### src/rtl/recovery_pkg.sv
// Shared types and constants for the recovery register bank sequencer.
// The RECOVERY_VERIFY_EN build option adds the VERIFY state to the sequencer.
package recovery_pkg;

   localparam int NUM_REGS  = 32;
   localparam int DATA_W    = 32;
   localparam int FIRST_REG = 1;

   typedef enum logic [2:0] {
      IDLE    = 3'd0,
      SAVE    = 3'd1,
      RESTORE = 3'd2,
      DONE    = 3'd3,
      VERIFY  = 3'd4
   } state_t;

   function automatic int addr_w(input int n);
      return (n > 1) ? $clog2(n) : 1;
   endfunction

endpackage

### src/rtl/recovery_addr_counter.sv
// Loadable register-address walker shared by the SAVE, RESTORE and VERIFY passes.
// It saturates at the last address, so the walk never wraps back to x0.
module recovery_addr_counter #(
   parameter int NUM_REGS  = recovery_pkg::NUM_REGS,
   parameter int FIRST_REG = recovery_pkg::FIRST_REG
) (
   input  logic                                       clk,
   input  logic                                       rst_in,
   input  logic                                       load,
   input  logic                                       en,
   output logic [recovery_pkg::addr_w(NUM_REGS)-1:0]  cnt,
   output logic                                       last
);
   import recovery_pkg::*;

   localparam int            AW      = addr_w(NUM_REGS);
   localparam logic [AW-1:0] START_A = AW'(FIRST_REG);
   localparam logic [AW-1:0] LAST_A  = AW'(NUM_REGS - 1);

   assign last = (cnt == LAST_A);

   // NOTE: sequential state is updated with non-blocking assignments only, so every
   // flop samples the values from before the edge regardless of block ordering.
   always_ff @(posedge clk or negedge rst_in) begin
      if (!rst_in)
         cnt <= '0;
      else if (load)
         cnt <= START_A;
      else if (en && !last)
         cnt <= cnt + 1'b1;
   end

endmodule

### src/rtl/recovery_sequencer.sv
// Checkpoint/rollback sequencer between the TMR voter, the core register file and
// the recovery register bank. Define RECOVERY_VERIFY_EN to add a read-back VERIFY pass.
module recovery_sequencer #(
   parameter int NUM_REGS  = recovery_pkg::NUM_REGS,
   parameter int DATA_W    = recovery_pkg::DATA_W,
   parameter int FIRST_REG = recovery_pkg::FIRST_REG
) (
   input  logic                                       clk,
   input  logic                                       rst_in,
   input  logic                                       ckpt_req,
   input  logic [31:0]                                ckpt_pc,
   input  logic                                       rollback_req,
   output logic [recovery_pkg::addr_w(NUM_REGS)-1:0]  rf_a,
   input  logic [DATA_W-1:0]                          rf_rd,
   output logic                                       rf_we,
   output logic [DATA_W-1:0]                          rf_wd,
   output logic [31:0]                                rec_a,
   input  logic [DATA_W-1:0]                          rec_rd,
   output logic                                       rec_we,
   output logic [DATA_W-1:0]                          rec_wd,
   output logic                                       core_stall,
   output logic [31:0]                                restore_pc,
   output logic                                       ckpt_valid,
   output logic                                       done,
   output logic                                       fail
);
   import recovery_pkg::*;

   localparam int AW = addr_w(NUM_REGS);

   state_t        state;
   logic [AW-1:0] cnt;
   logic          cnt_last;
   logic          cnt_load;
   logic          cnt_en;
   logic [31:0]   pc_shadow;

   // NOTE: every always_comb output gets a default first, so no path can infer a latch.
   always_comb begin
      cnt_load = 1'b0;
      if (state == IDLE)
         cnt_load = rollback_req ? ckpt_valid : ckpt_req;
`ifdef RECOVERY_VERIFY_EN
      if (state == SAVE && cnt_last && !rollback_req)
         cnt_load = 1'b1;
`endif
   end

   assign cnt_en = (state == SAVE) || (state == RESTORE) || (state == VERIFY);

   recovery_addr_counter #(
      .NUM_REGS  (NUM_REGS),
      .FIRST_REG (FIRST_REG)
   ) u_cnt (
      .clk    (clk),
      .rst_in (rst_in),
      .load   (cnt_load),
      .en     (cnt_en),
      .cnt    (cnt),
      .last   (cnt_last)
   );

   // A rollback arriving mid-save must suppress the bank write in that same cycle.
   assign rec_we = (state == SAVE) && !rollback_req;
   assign rf_we  = (state == RESTORE);
   assign rec_wd = rec_we ? rf_rd  : '0;
   assign rf_wd  = rf_we  ? rec_rd : '0;
   assign rf_a   = cnt;
   assign rec_a  = 32'(cnt);

   always_ff @(posedge clk or negedge rst_in) begin
      if (!rst_in) begin
         state      <= IDLE;
         core_stall <= 1'b0;
         done       <= 1'b0;
         fail       <= 1'b0;
         ckpt_valid <= 1'b0;
         restore_pc <= '0;
         pc_shadow  <= '0;
      end else begin
         done <= 1'b0;
         fail <= 1'b0;
         case (state)
            IDLE: begin
               if (rollback_req) begin
                  if (ckpt_valid) begin
                     state      <= RESTORE;
                     core_stall <= 1'b1;
                     restore_pc <= pc_shadow;
                  end else begin
                     fail <= 1'b1;
                  end
               end else if (ckpt_req) begin
                  state      <= SAVE;
                  core_stall <= 1'b1;
                  pc_shadow  <= ckpt_pc;
                  ckpt_valid <= 1'b0;
               end
            end
            SAVE: begin
               if (rollback_req) begin
                  state      <= IDLE;
                  core_stall <= 1'b0;
                  fail       <= 1'b1;
               end else if (cnt_last) begin
`ifdef RECOVERY_VERIFY_EN
                  state <= VERIFY;
`else
                  state <= DONE;
                  done  <= 1'b1;
`endif
               end
            end
`ifdef RECOVERY_VERIFY_EN
            VERIFY: begin
               if (rollback_req || (rf_rd != rec_rd)) begin
                  state      <= IDLE;
                  core_stall <= 1'b0;
                  fail       <= 1'b1;
               end else if (cnt_last) begin
                  state <= DONE;
                  done  <= 1'b1;
               end
            end
`endif
            RESTORE: begin
               if (cnt_last) begin
                  state <= DONE;
                  done  <= 1'b1;
               end
            end
            DONE: begin
               // After a restore these already hold the same values, so no save/restore flag is kept.
               state      <= IDLE;
               core_stall <= 1'b0;
               ckpt_valid <= 1'b1;
               restore_pc <= pc_shadow;
            end
            default: begin
               state      <= IDLE;
               core_stall <= 1'b0;
            end
         endcase
      end
   end

endmodule

### config.mk
export PLATFORM = sky130hd
export DESIGN_NAME = recovery_sequencer
export DESIGN_NICKNAME = d
export VERILOG_FILES = /design/src/rtl/recovery_pkg.sv /design/src/rtl/recovery_addr_counter.sv /design/src/rtl/recovery_sequencer.sv
export SDC_FILE = /design/constraint.sdc
export NUM_CORES = 1
export LEC_CHECK = 0
export ABC_CLOCK_PERIOD_IN_PS = 3700
export CAP_MARGIN = 10
export CORE_MARGIN = 10
export CORE_UTILIZATION = 40
export DETAILED_ROUTE_END_ITERATION = 7
export PLACE_DENSITY = 0.84
export SYNTH_ARGS = -nofsm -noshare
export SYNTH_HDL_FRONTEND = slang
export SYNTH_SLANG_ARGS = --single-unit
### constraint.sdc
create_clock -name clk -period 3.7 [get_ports clk]
set_clock_uncertainty 0.15 [all_clocks]
set_input_delay 0.74 -clock clk [delete_from_list [all_inputs] [get_ports clk]]
set_output_delay 0.74 -clock clk [all_outputs]
set_load 0.01 [all_outputs]
Word-level counts from Yosys, hierarchy flattened
Index checks and enable logic that the tools add are counted.
{"block": "op_classes", "add_sub_neg": 1, "n_eq_ne": 12, "mux": 30, "bitwise": 2, "reduce_logical": 14}
{"operator": "two-way mux 32 bit", "n": 4}
{"operator": "case mux 32 bit (2 select lines)", "n": 1}
{"operator": "two-way mux 3 bit", "n": 5}
{"operator": "two-way mux 1 bit", "n": 13}
{"operator": "two-way mux 5 bit", "n": 2}
{"operator": "!= test 2 bit, second input constant", "n": 5}
{"operator": "case mux 3 bit (3 select lines)", "n": 1}
{"operator": "AND reduction 3 bit", "n": 3}
{"operator": "== test 3 x 2 -> 1 bit, second input constant", "n": 2}
{"operator": "!= test 3 bit, second input constant", "n": 2}
{"operator": "case mux 1 bit (2 select lines)", "n": 3}
{"operator": "adder 5 x 1 -> 5 bit, second input constant", "n": 1}
{"operator": "== test 5 bit, second input constant", "n": 1}
{"operator": "AND reduction 4 bit", "n": 1}
{"operator": "nonzero test 2 bit", "n": 2}
{"operator": "== test 3 x 1 -> 1 bit, second input constant", "n": 1}
{"operator": "== test 3 bit, second input constant", "n": 1}
{"operator": "zero test 3 bit", "n": 1}
{"operator": "case mux 1 bit (3 select lines)", "n": 1}
{"operator": "logical AND 1 bit", "n": 2}
{"operator": "zero test 1 bit", "n": 2}
{"operator": "logical OR 1 bit", "n": 2}
{"operator": "inverter 1 bit", "n": 2}
{"operator": "AND reduction 2 bit", "n": 1}
{"block": "totals", "ff_bits": 76, "output_inout_bits": 139}

Depth between registers and ports, before layout
{"block": "logic_depth", "ltp_word": 6, "ltp_mapped": 6, "mapped_depth_nobuf": 6}

Hierarchy
Synthesis repeated with hierarchy kept, for this count alone.
{"block": "unflattened", "cells_unflattened": 300, "hier_area_um2": 3687.3}
{"mod": "recovery_sequencer", "instances": 1, "cells_each": 277, "area_per_inst_um2": 3435.8}
{"mod": "recovery_addr_counter", "instances": 1, "cells_each": 23, "area_per_inst_um2": 251.5}

Worst setup path before layout
No wires, ideal clock.
{"block": "synth_path", "kind": "register to output", "start": "register state[2]", "end": "output port rf_wd[23]", "arrival_time_ps": 1514, "required_ps": 2810, "slack_ps": 1296, "stages_incl_launch_ff": 5, "cell_sequence": "dfrtp_1 > buf_2 > nor3b_1 > clkbuf_1 > and2_1"}
{"block": "synth_via", "elab_chain_cells": 2}
{"item": "start: declaration", "line": "recovery_sequencer.sv:31", "source": "state_t state;"}
{"item": "start signal: assignment", "line": "recovery_sequencer.sv:73", "source": "state <= IDLE;"}
{"item": "start signal: assignment", "line": "recovery_sequencer.sv:87", "source": "state <= RESTORE;"}
{"item": "start signal: assignment", "line": "recovery_sequencer.sv:94", "source": "state <= SAVE;"}
{"item": "== test 3 x 2 -> 1 bit", "line": "recovery_sequencer.sv:65", "source": "assign rf_we = (state == RESTORE);"}
{"item": "net rf_we", "line": "recovery_sequencer.sv:15", "source": "output logic rf_we,"}
{"item": "two-way mux 32 bit", "line": "recovery_sequencer.sv:67", "source": "assign rf_wd = rf_we ? rec_rd : '0;"}
{"item": "end: declaration", "line": "recovery_sequencer.sv:16", "source": "output logic [DATA_W-1:0] rf_wd,"}
The timed path passes the listed nets, and every way through them passes these cells.

Final worst setup path
{"block": "layout_path", "start": "register state[0]", "end": "output port rec_wd[31]"}
{"block": "layout_via", "elab_chain_cells": 3}
{"item": "== test 3 x 1 -> 1 bit", "line": "recovery_sequencer.sv:64", "source": "assign rec_we = (state == SAVE) && !rollback_req;"}
{"item": "logical AND 1 bit", "line": "recovery_sequencer.sv:64"}
{"item": "two-way mux 32 bit", "line": "recovery_sequencer.sv:66", "source": "assign rec_wd = rec_we ? rf_rd : '0;"}
{"item": "end: declaration", "line": "recovery_sequencer.sv:20", "source": "output logic [DATA_W-1:0] rec_wd,"}
No other way between the ends.

==> summary.md <==
| Metric | Value |
|---|---|
| Sw Ratio | 29.8% |
| CTS tree | done |
| Via count | 2896 |
| Final setup fails | 0 |
| Die span in y | 116 µm |
| Post-synth ARST share | 100% |
| Ys Warns | 0 |
| Slew Viols, Final | 0 |
| Clock share of power | 19.0% |
| Tightest Hold Check Type | register to register |
| Full die area | 13500 µm² |
| Drt total wl | 11.7 mm |
| Dpl hpwl | 9.55 mm |
| Reg2reg setup slack | 1.58 ns |
| Area growth from synthesis to layout | 60.5% |
| DRC marker count from the first detailed-route iteration | 48 |
| Most common cell in the netlist | dfrtp_1 |
| Ys flop type | dfrtp_1 |
| Slew at the pin closest to its max-slew limit | 0.946 ns |
| Die width | 116 µm |
| Commonest cells post-synth | dfrtp_1 (76), and2_1 (64), mux2_2 (59) |
| Worst Setup End Kind | primary output |
| Detail Route Antenna Nets | 0 |
| Crit path buf inv count | 3 |
| Critical path class | register to primary output |
| PD cells | 499 nW/µm² |
| Flop pwr share | 43.8% |
| Fin util | 65.3% |
| Total GRT Usage | 17.0% |
| Worst EP arrival | 2.50 ns |
| Cell taking the most area after synthesis | dfrtp_1 |
| CTS Sinks | 76 |
| Number of cell rows | 35 |
| Root Driver | clkbuf_8 |
| DR vias/cell | 4.66 |
| First-pass GRT wire length | 17.7 mm |
| Initial antenna violation count | 0 |
| Final antenna diode count | 0 |
| Mean Syn Cell Area | 12.4 µm² |
| Port buffer count | 211 |
| Global route overflow | 0 |
| Vias in the first global route | 3194 |
| Final Wtd Congestion | 0.789 |
| Critical path's slowest cell | dfrtp_1 |
| Post-Syn Area | 3710 µm² |
| Max clock buf depth | 2 |
| Post-layout nets | 609 |
| Starting Density | 40.7% |
| Layout fillers | 708 |
| Worst EP required | 2.81 ns |
| Period utilization | 91.6% |
| Io pins | 239 |
| Mapped Cells | 299 |
| Leakage power | 2.48 nW |
| Critical Path Max Stage Delay | 0.58 ns |
| Synth unique cells | 34 |
| Post-CTS Setup Bufs | 0 |
| Critical Path, Cell by Cell | inv_1 -> nor4_4 -> buf_4 -> and2_1 -> clkdlybuf4s50_1 |
| Total of max-cap violations | 0 |
| Tmin final | 3.39 ns |
| Wire length per cell | 18.9 µm |
| Sequential area share after synthesis | 51.3% |
| Comb power frac | 37.1% |
| FMAX | 295 MHz |
| Largest net degree at the start of global routing | 77 |
| Non-filler cells in the finished layout | 622 |
| Startpoint Class | register |
| Yosys top cell area share | 51.3% |
| Core area | 9110 µm² |
| PostCTS Resize Cnt | 0 |
| Dpl cells | 606 |
| CTS Buf Count | 9 |
| Synth top area cells | dfrtp_1 (51%), mux2_2 (18%), and2_1 (11%) |
| Worst-path clk slew | 0.08 ns |
| RSZ-0062 raised after global routing | false |
| Setup TNS | 0 ns |
| DR pass1 iterations | 5 |
| Critical path peak fanout | 34 |
| Register bit total from synthesis | 76 |
| Cell Int Power | 0.00208 W |
| Final hold vios | 0 |
| Status | finished clean |
| EDFF count, synth | 0 |
| Cell family with most CP delay | buffers and inverters |
| Worst skew pair latency | 0.35 ns |
| Hold_buf cts | 0 |
| Sw power | 0.000886 W |
| Layout cells sized above 1 | 16.8% |
| Slew headroom | 36.9% |
| Worst VDD drop | 0.000374 V |
| H-tree Lvls | 3 |
| Remaining DRCs | 0 |
through the flow:
stage	setup slack (ns)	hold WS, ns	instance area [µm²]	total power (W)
3_5_place_dp	0.315	0.321	5770	0.00244
2_1_floorplan	1.30	0.294	3810	0.00179
4_1_cts	0.286	0.340	5950	0.00302
3_3_place_gp	0.371	0.315	5770	0.00240
6_report	0.309	0.338	5950	0.00297
5_1_grt	0.153	0.356	5950	0.00317
final timing paths:
kind | start | endpoint | cells after the start
hold reg to reg | pc_shadow[21] | pc_shadow[21] | 1
setup / recovery | state[0] | rec_wd[31] | 5
max in group asynchronous | rst_in | restore_pc[2] | 1
min in group asynchronous | rst_in | pc_shadow[18] | 1
hold / removal | pc_shadow[21] | pc_shadow[21] | 1
setup reg to reg | state[1] | restore_pc[28] | 4
flip-flops by register name, summed over array words and instances (netlist names):
name	flops
state	3
u_cnt.cnt	5
core_stall	1
done	1
restore_pc	32
ckpt_valid	1
pc_shadow	32
fail	1
worst register-to-register path, cell delays in order, from the launching register on:
cell,delay (ns)
dfrtp_1,0.56
or3_1,0.46
a21oi_4,0.14
buf_4,0.31
mux2_2,0.38
power by group through the flow:
stage                     clock network [W]  logic, W  registers, W
after detailed placement                  0   0.00112       0.00132
after global routing               0.000637   0.00119       0.00134
after floorplan                           0  0.000407       0.00138
final                              0.000566   0.00110       0.00130
after global placement                    0   0.00109       0.00131
after CTS                          0.000589   0.00112       0.00131
area by class of cell:
cell class,count,area [µm²],share of cell area [%]
Sequential cell,76,1900,32.0
Timing Repair Buffer,216,2150,36.1
Multi-Input combinational cell,201,1580,26.5
Tap cell,111,139,2.33
Inverter,2,7.51,0.126
Clock inverter,7,51.3,0.862
Clock buffer,9,124,2.08
per-layer routing:
layer  vias to the layer above  GRT usage [%]  wire [µm]
met5                         -              0          0
met4                         0           5.09        161
met3                        10           8.53       1300
met2                       145           30.1       6140
met1                      1382           17.3       4140
li1                       1359              -          -
cells in the final DEF (no fill, tap or decap), drive strengths merged, types with 2 or more instances in the layout:
| master | synthesis | final |
|---|---|---|
| clkdlybuf4s50 | 0 | 210 |
| clkinvlp | 0 | 2 |
| nor2 | 5 | 5 |
| nor4 | 2 | 2 |
| nand2 | 4 | 4 |
| clkbuf | 5 | 9 |
| dfrtp | 76 | 76 |
| o21a | 2 | 2 |
| and2 | 64 | 64 |
| nor2b | 2 | 2 |
| mux2 | 64 | 64 |
| inv | 2 | 4 |
| a22o | 4 | 4 |
| xnor2 | 2 | 2 |
| clkinv | 0 | 3 |
| a21oi | 7 | 7 |
| nand3 | 2 | 2 |
| ha | 3 | 3 |
| conb | 1 | 28 |
| buf | 42 | 6 |
kinds of logic (layout without fill, tap and decap cells):
group	after synthesis	in the layout	share of synthesized area (%)
flip-flops	76	76	51.3
multiplexers	65	65	19.7
AO/OA/AOI/OAI	19	19	4.09
AND/OR/NAND/NOR	84	84	14.1
other	1	28	0.101
buffers and inverters	49	234	9.22
XOR/XNOR	2	2	0.473
adder cells (fa/ha/maj)	3	3	1.01
(Power assumes the default switching activity.)
